**src/rtl/common_dffram_pkg.sv**
```systemverilog
// Sizing helpers shared by every DFF-based RAM variant so depth and
// write-mask width are derived the same way everywhere.
package common_dffram_pkg;

    function automatic int ram_depth(input int addr_width);
        return 1 << addr_width;
    endfunction

    function automatic int mask_width(input int data_width, input int grain);
        return data_width / grain;
    endfunction

endpackage

```
**src/rtl/common_dffram_rdport.sv**
```systemverilog
// One registered read port: address mux, optional write-forward merge
// (COMMON_DFFRAM_1WNR_BYPASS_EN), output register and valid flag.
module common_dffram_rdport
    import common_dffram_pkg::*;
#(
    parameter int DATA_WIDTH = 8,
    parameter int ADDR_WIDTH = 2,
    parameter int MASK_GRAIN = 8
) (
    input  logic                                                 clk,
    input  logic                                                 reset,
`ifdef COMMON_DFFRAM_1WNR_BYPASS_EN
    input  logic                                                 we,
    input  logic [ADDR_WIDTH-1:0]                                waddr,
    input  logic [mask_width(DATA_WIDTH, MASK_GRAIN)-1:0]        wmask,
    input  logic [DATA_WIDTH-1:0]                                din,
`endif
    input  logic [ram_depth(ADDR_WIDTH)-1:0][DATA_WIDTH-1:0]     entries,
    input  logic                                                 re,
    input  logic [ADDR_WIDTH-1:0]                                raddr,
    output logic [DATA_WIDTH-1:0]                                dout,
    output logic                                                 dout_valid
);

    logic [DATA_WIDTH-1:0] rdata;

`ifdef COMMON_DFFRAM_1WNR_BYPASS_EN
    localparam int LANES = mask_width(DATA_WIDTH, MASK_GRAIN);

    // Lanes being written this cycle come from din, the rest from storage.
    always_comb begin
        rdata = entries[raddr];
        if (we && (waddr == raddr)) begin
            for (int k = 0; k < LANES; k++) begin
                if (wmask[k]) rdata[k*MASK_GRAIN +: MASK_GRAIN] = din[k*MASK_GRAIN +: MASK_GRAIN];
            end
        end
    end
`else
    assign rdata = entries[raddr];
`endif

    always_ff @(posedge clk) begin
        if (reset) begin
            dout       <= '0;
            dout_valid <= 1'b0;
        end else begin
            dout_valid <= re;
            if (re) dout <= rdata;
        end
    end

endmodule

```
**src/rtl/common_dffram_1wnr.sv**
```systemverilog
// DFF RAM, one masked write port and RAM_READ_PORTS registered read ports.
// Define COMMON_DFFRAM_1WNR_BYPASS_EN to forward same-cycle writes to reads.
module common_dffram_1wnr
    import common_dffram_pkg::*;
#(
    parameter int RAM_DATA_WIDTH = 8,
    parameter int RAM_ADDR_WIDTH = 2,
    parameter int RAM_READ_PORTS = 2,
    parameter int RAM_MASK_GRAIN = 8,
    parameter logic [ram_depth(RAM_ADDR_WIDTH)*RAM_DATA_WIDTH-1:0] RAM_RESET_VALUE = '0
) (
    input  logic                                                  clk,
    input  logic                                                  reset,
    input  logic                                                  we,
    input  logic [RAM_ADDR_WIDTH-1:0]                             waddr,
    input  logic [mask_width(RAM_DATA_WIDTH, RAM_MASK_GRAIN)-1:0] wmask,
    input  logic [RAM_DATA_WIDTH-1:0]                             din,
    input  logic [RAM_READ_PORTS-1:0]                             re,
    input  logic [RAM_READ_PORTS*RAM_ADDR_WIDTH-1:0]              raddr,
    output logic [RAM_READ_PORTS*RAM_DATA_WIDTH-1:0]              dout,
    output logic [RAM_READ_PORTS-1:0]                             dout_valid
);

    localparam int DEPTH = ram_depth(RAM_ADDR_WIDTH);
    localparam int LANES = mask_width(RAM_DATA_WIDTH, RAM_MASK_GRAIN);

    logic [DEPTH-1:0][LANES-1:0][RAM_MASK_GRAIN-1:0] mem;

    // Each lane of each entry is its own enabled register; an all-zero
    // mask therefore writes nothing.
    always_ff @(posedge clk) begin
        if (reset) begin
            mem <= RAM_RESET_VALUE;
        end else if (we) begin
            for (int k = 0; k < LANES; k++) begin
                if (wmask[k]) mem[waddr][k] <= din[k*RAM_MASK_GRAIN +: RAM_MASK_GRAIN];
            end
        end
    end

    for (genvar p = 0; p < RAM_READ_PORTS; p++) begin : g_rd
        common_dffram_rdport #(
            .DATA_WIDTH (RAM_DATA_WIDTH),
            .ADDR_WIDTH (RAM_ADDR_WIDTH),
            .MASK_GRAIN (RAM_MASK_GRAIN)
        ) u_rd (
            .clk        (clk),
            .reset      (reset),
`ifdef COMMON_DFFRAM_1WNR_BYPASS_EN
            .we         (we),
            .waddr      (waddr),
            .wmask      (wmask),
            .din        (din),
`endif
            .entries    (mem),
            .re         (re[p]),
            .raddr      (raddr[p*RAM_ADDR_WIDTH +: RAM_ADDR_WIDTH]),
            .dout       (dout[p*RAM_DATA_WIDTH +: RAM_DATA_WIDTH]),
            .dout_valid (dout_valid[p])
        );
    end

endmodule

```
**config.mk**
```make
export PLATFORM = sky130hd
export DESIGN_NAME = common_dffram_1wnr
export DESIGN_NICKNAME = d
export VERILOG_FILES = /design/src/rtl/common_dffram_pkg.sv /design/src/rtl/common_dffram_rdport.sv /design/src/rtl/common_dffram_1wnr.sv
export SDC_FILE = /design/constraint.sdc
export NUM_CORES = 1
export LEC_CHECK = 0
export CORE_ASPECT_RATIO = 0.7
export CORE_MARGIN = 1.5
export CORE_UTILIZATION = 54
export CTS_BUF_LIST = sky130_fd_sc_hd__clkbuf_16
export CTS_CLUSTER_DIAMETER = 120
export DETAILED_ROUTE_END_ITERATION = 10
export PLACE_DENSITY = 0.8
export SYNTH_ARGS = -nofsm -noshare
export SYNTH_HDL_FRONTEND = slang
export SYNTH_SLANG_ARGS = --single-unit
export TNS_END_PERCENT = 50
```
**constraint.sdc**
```tcl
create_clock -name clk -period 1.3 [get_ports clk]
set_clock_uncertainty 0.2 [all_clocks]
set_input_delay 0.26 -clock clk [delete_from_list [all_inputs] [get_ports clk]]
set_output_delay 0.26 -clock clk [all_outputs]
set_load 0.01 [all_outputs]
```
==> summary.txt <==
crit path max fanout - 8
Worst Hold Class - primary input to flip-flop
Initial Util - 0.569
Power per Cell Area - 1000 nW/um^2
fin crit share - 0.986
synth unique cells - 15
top cells by area, synth - dfxtp_1 40%, mux2i_1 26%, nand2b_1 10%, o221ai_2 9.6%, or3b_1 6.3%
post-route total power - 3.19 mW
GP Congestion - 0.762
H-Tree Depth - 2
Synth area leader - dfxtp_1
Yosys warnings - 0
number of synthesized register bits - 50
final instance area - 3190 um^2
critical path required time - 1.26 ns
RSZ-0062 raised after global routing - yes
port bufs - 37
relative slew slack - 0.818
clock slew at reported path FFs - 0.06 ns
Switching Share - 0.230
die height - 60.0 um
Sink Count - 50
syn_nets - 236
cell-internal power - 2.45 mW
clock share of power - 0.381
actual slew at the worst max-slew pin - 0.265 ns
share of the synthesized area in the top cell type - 0.399
Setup Viol. Count Final - 0
Critical Path Sink Type - flip-flop
TritonCTS clock tree - done
synthesized instance count - 216
vias in the first global route - 1,871
area grow syn2layout - 27.1%
1st-iter DRT viols - 50
setup ws final - 0.0187 ns
grt ovf - 0
fmax - 780 MHz
clk buf depth - 2
Max Cap Viol - 0
minimum clock period - 1.28 ns
Slew Limit Fails - 0
num rows - 20
vias per cell - 5.72
Antenna Violating Nets Remaining - 0
filler cell count - 338
post-synthesis sequential area ratio - 0.399
layout cells sized above 1 - 0.310
Net Switching - 735 uW
largest net degree at the start of global routing - 26
routed len/inst - 19.6 um
worst vdd ir - 703 uV
first-pass GRT wire length - 9.92 mm
critical path arrival - 1.24 ns
core area - 4400 um^2
Hold Violations, Final - 0
hold depth - 3
placed inst area - 3040 um^2
TritonCTS buffer count - 5
P_leak - 1.40 nW
I/O pin total - 38
gr usage total - 0.267
critical path type - primary input to flip-flop
Post-Route Setup TNS - 0 ns
R2R cell count - 3
Chip Width - 84.4 um
status - complete, no violations
DR pass1 iterations - 4
Mapped Avg Cell Area - 11.6 um^2
Seq pwr share - 0.498
DP HPWL - 3.82 mm
die area - 5070 um^2
CP startpoint kind - primary input
Gate power share - 0.121
nets - 282
clock root cell - clkbuf_16
final core occ - 0.724
vias - 1,808
initial antenna violation count - 0
Clock Latency Late Sink - 0.28 ns
pre-CTS worst setup slack - -0.544 ns
antenna fix cells - 0
DRC viols - 0
drt total wl - 6.20 mm
Synth Cell Area - 2510 um^2
## metrics by stage
step / cells / hold WS, ns
after floorplan: 216 / 0.261
after global placement: 308 / 0.274
after detailed placement: 308 / 0.277
after CTS: 316 / 0.299
after global routing: 316 / 0.229
final: 316 / 0.210
## sequential cells by signal, summed over array words and instances (netlist names)
signal	cells
g_rd.u_rd.dout_valid	2
mem	32
g_rd.u_rd.dout	16
## worst max-delay path, cell delays in order
cell and delay [ns]:
dlygate4sd2_1 0.29, bufbuf_16 0.32, mux2i_2 0.25, o221ai_2 0.12
## final timing paths
check / endpoint / start / slack [ns]
min reg2reg: mem[16]$_SDFFE_PP0P_ / mem[16]$_SDFFE_PP0P_ / 0.30
min: g_rd[0].u_rd.dout_valid$_SDFF_PP0_ / reset / 0.21
max: g_rd[1].u_rd.dout[7]$_SDFFE_PP0P_ / raddr[3] / 0.02
max reg2reg: g_rd[0].u_rd.dout[2]$_SDFFE_PP0P_ / g_rd[0].u_rd.dout[2]$_SDFFE_PP0P_ / 0.19
## metal layers
layer,GRT usage,up-vias,wire length [um]
met5,0,-,0
met4,0.0737,0,48
met3,0.0594,8,220
met2,0.441,34,2900
met1,0.358,886,3040
li1,-,880,-
## cell type report
cell class | count | area (um^2) | area share
Multi-Input combinational cell | 147 | 1430 | 0.447
Sequential cell | 50 | 1010 | 0.318
Timing Repair Buffer | 58 | 553 | 0.173
Clock buffer | 5 | 125 | 0.0392
Tap cell | 55 | 68.8 | 0.0216
Clock inverter | 1 | 3.75 | 0.00118
## power groups by stage
stage | Combinational [mW] | Sequential (mW) | Clock [mW]
floorplan | 0.200 | 1.61 | 0
global placement | 0.357 | 1.62 | 0
detailed placement | 0.362 | 1.62 | 0
CTS | 0.384 | 1.59 | 1.22
global route | 0.409 | 1.59 | 1.28
finish | 0.387 | 1.59 | 1.22
## kinds of logic (layout without fill, tap and decap cells)
logic type	count (synthesis)	after routing	share of synthesized area
DFF	50	50	0.399
muxes	64	64	0.255
and+or+nand+nor	67	67	0.204
AOI/OAI and AO/OA	16	16	0.0958
buffers and inverters	19	64	0.0454
## synth_stat cells, drive strengths merged
cell type and n:
and4b 1, buf 12, clkbuf 7, dfxtp 50, mux2i 64, nand2b 40, nand3b 2, nand4 1
nand4b 2, nand4bb 1, nor2b 2, o221ai 16, or3b 18
## cell usage in the layout, fill, tap and decap left out, drive strengths merged
cell type / n
nand4b: 2
clkdlybuf4s15: 1
o221ai: 16
nand4bb: 1
clkdlybuf4s50: 8
clkbuf: 7
and4b: 1
dfxtp: 50
clkinv: 1
nand4: 1
dlygate4sd2: 10
mux2i: 64
nand2b: 40
buf: 35
nor2b: 2
bufbuf: 2
or3b: 18
nand3b: 2
## timing repair
action | CTS | global route
buffers inserted | 0 | 0
hold buffers | 0 | 0
endpoints found under the hold margin | 0 | 0
gates resized for setup | 90 | 14
pin swaps | 3 | 0
cloned | 2 | 0
endpoints found under the setup margin | 66 | 16
Note: power is estimated with default switching activity, not from simulation.
